`src/rtl/seq_divider.sv`:
```
// Iterative unsigned restoring divider: one quotient bit per clock, MSB first.
// START/BUSY/DONE handshake; results held until the next DONE.
module seq_divider #(
   parameter int unsigned N_WIDTH = 16,
   parameter int unsigned D_WIDTH = 8
) (
   input  logic               CLK,
   input  logic               RST,
   input  logic               START,
   input  logic [N_WIDTH-1:0] N,
   input  logic [D_WIDTH-1:0] D,
   output logic               BUSY,
   output logic               DONE,
   output logic [N_WIDTH-1:0] Q,
   output logic [D_WIDTH-1:0] R,
   output logic               DIV_BY_ZERO
);

   localparam int unsigned CntWidth = (N_WIDTH > 1) ? $clog2(N_WIDTH) : 1;
   localparam logic [CntWidth-1:0] CntLast = CntWidth'(N_WIDTH - 1);

   typedef enum logic [1:0] {StIdle, StRun, StFin} state_e;

   state_e              state;
   logic [CntWidth-1:0] cnt;
   logic [D_WIDTH:0]    rem;
   logic [N_WIDTH-1:0]  n_shift;
   logic [N_WIDTH-1:0]  quo;
   logic [D_WIDTH-1:0]  divisor;
   logic                zero_pend;

   logic [D_WIDTH:0]    rem_shift;
   logic [D_WIDTH:0]    rem_next;
   logic [N_WIDTH-1:0]  quo_next;
   logic                fits;

   always_comb begin
      rem_shift = {rem[D_WIDTH-1:0], n_shift[N_WIDTH-1]};
      fits      = (rem_shift >= {1'b0, divisor});
      rem_next  = fits ? (rem_shift - {1'b0, divisor}) : rem_shift;
      quo_next  = N_WIDTH'({quo, fits});
   end

   always_ff @(posedge CLK) begin
      if (RST) begin
         state       <= StIdle;
         BUSY        <= 1'b0;
         DONE        <= 1'b0;
         Q           <= '0;
         R           <= '0;
         DIV_BY_ZERO <= 1'b0;
         cnt         <= '0;
         rem         <= '0;
         n_shift     <= '0;
         quo         <= '0;
         divisor     <= '0;
         zero_pend   <= 1'b0;
      end else begin
         DONE <= 1'b0;
         unique case (state)
            StIdle, StFin: begin
               if (START) begin
                  n_shift   <= N;
                  divisor   <= D;
                  rem       <= '0;
                  quo       <= '0;
                  // A zero divisor spends a single RUN cycle so DONE lands one edge later.
                  zero_pend <= (D == '0);
                  cnt       <= (D == '0) ? '0 : CntLast;
                  BUSY      <= 1'b1;
                  state     <= StRun;
               end else begin
                  state <= StIdle;
               end
            end
            StRun: begin
               if (zero_pend) begin
                  Q           <= '1;
                  R           <= '0;
                  DIV_BY_ZERO <= 1'b1;
                  DONE        <= 1'b1;
                  BUSY        <= 1'b0;
                  zero_pend   <= 1'b0;
                  state       <= StFin;
               end else begin
                  rem     <= rem_next;
                  n_shift <= n_shift << 1;
                  quo     <= quo_next;
                  if (cnt == '0) begin
                     Q           <= quo_next;
                     R           <= rem_next[D_WIDTH-1:0];
                     DIV_BY_ZERO <= 1'b0;
                     DONE        <= 1'b1;
                     BUSY        <= 1'b0;
                     state       <= StFin;
                  end else begin
                     cnt <= cnt - 1'b1;
                  end
               end
            end
            default: begin
               BUSY  <= 1'b0;
               state <= StIdle;
            end
         endcase
      end
   end

endmodule

```
`config.mk`:
```
export PLATFORM = sky130hd
export DESIGN_NAME = seq_divider
export DESIGN_NICKNAME = d
export VERILOG_FILES = /design/src/rtl/seq_divider.sv
export SDC_FILE = /design/constraint.sdc
export NUM_CORES = 1
export LEC_CHECK = 0
export CORE_MARGIN = 5
export CORE_UTILIZATION = 50
export CTS_CLUSTER_SIZE = 10
export DETAILED_ROUTE_END_ITERATION = 6
export GPL_TIMING_DRIVEN = 0
export PLACE_DENSITY = 0.7
export SLEW_MARGIN = 0
export SYNTH_ARGS = -nofsm -noshare
export SYNTH_HDL_FRONTEND = slang
export SYNTH_SLANG_ARGS = --single-unit
```
`constraint.sdc`:
```
create_clock -name CLK -period 3.4 [get_ports CLK]
set_input_delay 0.34 -clock CLK [delete_from_list [all_inputs] [get_ports CLK]]
set_output_delay 0.34 -clock CLK [all_outputs]
set_load 0.02 [all_outputs]
```
==> flow_metrics.env <==
export IMPL_final_util=0.6256
export IMPL_wire_per_inst_um=14.34
export IMPL_grt_overflow_total=0
export IMPL_ys_ff_latch=81
export IMPL_clkSinkCount=81
export IMPL_path_class="register to register"
export IMPL_finalMaxSlewViolations=0
export IMPL_diodes=0
export IMPL_tightest_slew_ps=1047
export IMPL_cts_buffers=9
export IMPL_grt_pass1_vias=3198
export IMPL_core_um2=7214
export IMPL_routed_via_density=5.486
export IMPL_syn_cell_area_um2=3696
export IMPL_clock_latency_ps=340
export IMPL_p_leak_nw=1.639
export IMPL_met3_usage=0.03362
export IMPL_num_rows=31
export IMPL_arrival_ps=2480
export IMPL_synthToLayoutAreaGrowth_pct=22.11
export IMPL_final_common_cell="nand2_1"
export IMPL_dpl_hpwl_um=6694
export IMPL_irDropWorstVdd_uv=235.6
export IMPL_synth_cell_type_count=44
export IMPL_fin_crit_sh=0.6505
export IMPL_gp_congestion=0.8873
export IMPL_setup_viol=0
export IMPL_grt_max_degree=14
export IMPL_synth_flop_cell="dfxtp_1"
export IMPL_rsz0062_at_grt="false"
export IMPL_yosys_warnings=0
export IMPL_wl_um=9062
export IMPL_grt_pass1_wl_um=15210
export IMPL_drt_first_pass_iters=4
export IMPL_critical_path_startpoint_type="register"
export IMPL_status="finished clean"
export IMPL_path_delay_family="compound AO/OA/AOI/OAI gates"
export IMPL_tritoncts="yes"
export IMPL_grt_busiest_layer="met2"
export IMPL_final_setup_skew_ps=7.508
export IMPL_initial_core_util=0.5123
export IMPL_layout_common_cells="105 x nand2_1, 81 x dfxtp_1, 52 x clkdlybuf4s50_1"
export IMPL_die_h_um=95.98
export IMPL_cp_num_buf_inv=3
export IMPL_min_path_type="register to register"
export IMPL_worstSetupEndpointType="register"
export IMPL_synthCells=465
export IMPL_total_power_mw=2.547
export IMPL_die_x_um=95.98
export IMPL_worstPathCellList="inv_1, ha_1, buf_2, nand4_1, o21ai_0, a21o_1, buf_4, o22ai_1, o211ai_1"
export IMPL_cts_resized=0
export IMPL_drt_first_iter_violations=188
export IMPL_cts_root_buf="clkbuf_8"
export IMPL_gr_usage_met1=0.2997
export IMPL_postCtsSetupBuffers=0
export IMPL_crit_fanout=10
export IMPL_critPathSlowestCell="o21ai_0"
export IMPL_io_pins=54
export IMPL_hold_buffers=0
export IMPL_grt_antenna_before_repair=0
export IMPL_nets=565
export IMPL_ys_seq_area_frac=0.4387
export IMPL_finalHoldViolCount=0
export IMPL_slew_limit_headroom=0.2967
export IMPL_cpPeakStageDelay_ps=350
export IMPL_drive_gt1_frac=0.06754
export IMPL_async_flop_share=0
export IMPL_fin_crit_ps=2212
export IMPL_synth_nets=502
export IMPL_nFillCells=684
export IMPL_ant_nets=0
export IMPL_path_clk_slew_ps=90
export IMPL_vias=3467
export IMPL_die_area_um2=9211
export IMPL_htree_levels=3
export IMPL_clk_path_buf_depth=2
export IMPL_fin_tns_setup_ps=0
export IMPL_p_per_area_nw_per_um2=564.4
export IMPL_worstPathRequired_ps=3660
export IMPL_cap_violations=0
export IMPL_synth_edf_count=0
export IMPL_grtUsageMet2=0.3237
export IMPL_port_buffers=52
export IMPL_drc=0
export IMPL_syn_area_per_cell_um2=7.948
export IMPL_fmax_mhz=452.1
export IMPL_grt_util_all_layers=0.2105
per-stage QoR:
step / setup slack [ps] / hold slack, ps / instance area (um^2) / instances
floorplan: 1536 / 425.7 / 3696 / 465
global placement: 1204 / 442.1 / 4340 / 616
detailed placement: 1211 / 449.8 / 4340 / 616
CTS: 1226 / 464.1 / 4513 / 632
global route: 1041 / 492.5 / 4513 / 632
finish: 1188 / 463.1 / 4513 / 632
power by group:
part | switching [mW] | total (mW) | internal [mW]
logic | 0.506 | 0.837 | 0.331
clock network | 0.347 | 0.630 | 0.283
registers | 0.0543 | 1.08 | 1.03
worst paths after layout:
path	startpoint	end	slack, ps	depth (start not counted)
worst max register to register	divisor[6]	R[5]	1190	9
worst min-delay path	R[7]	R[7]	460	2
worst min register to register	R[7]	R[7]	460	2
worst max-delay path	divisor[6]	R[5]	1190	9
synthesized netlist by cell type, drive strengths merged, types with 7 or more instances:
library cell  number  area, um^2
nand2            105       394.1
dfxtp             81        1622
nor2              51       193.9
a21oi             33       165.2
buf               19       100.1
nand3             18       90.09
o211ai            18       145.1
nor3              17       96.35
o21ai             16       80.07
a311oi            15       131.4
inv               13       48.80
clkbuf            10       37.54
ha                 9       112.6
a31oi              7       43.79
layer usage:
layer / up-vias / wire [um]
li1: 1743 / -
met1: 1603 / 4363
met2: 105 / 4024
met3: 16 / 531
met4: 0 / 142
met5: - / 0
logic make-up (layout without fill, tap and decap cells):
| family | after synthesis | after routing | share of synthesized area |
|---|---|---|---|
| buf+inv | 42 | 110 | 0.05044 |
| mux | 1 | 1 | 0.003046 |
| flops | 81 | 81 | 0.4387 |
| simple gates | 217 | 217 | 0.2597 |
| compound gates | 110 | 110 | 0.2028 |
| fa+ha+maj | 10 | 10 | 0.03588 |
| xor+xnor | 4 | 4 | 0.009480 |
state kept, by name, summed over array words and instances, names as in the netlist, 2 cells and up:
register and cells:
Q 16, n_shift 16, divisor 8, rem 8, cnt 4, R 8, state 2, quo 15
final cells by class:
cell class / instances / area, um^2 / area share
Clock buffer: 11 / 141.4 / 0.03133
Inverter: 13 / 48.80 / 0.01081
Clock inverter: 5 / 31.28 / 0.006931
Timing Repair Buffer: 52 / 520.5 / 0.1153
Sequential cell: 81 / 1622 / 0.3593
Multi-Input combinational cell: 342 / 1888 / 0.4184
Tap cell: 99 / 123.9 / 0.02745
Buffer: 29 / 137.6 / 0.03050
worst reg2reg max path: stages, from the launching register on:
cell and delay (ps):
dfxtp_1 330, inv_1 50, ha_1 250, buf_2 160
nand4_1 100, o21ai_0 350, a21o_1 330, buf_4 250
o22ai_1 130, o211ai_1 190
(Power assumes the default switching activity.)
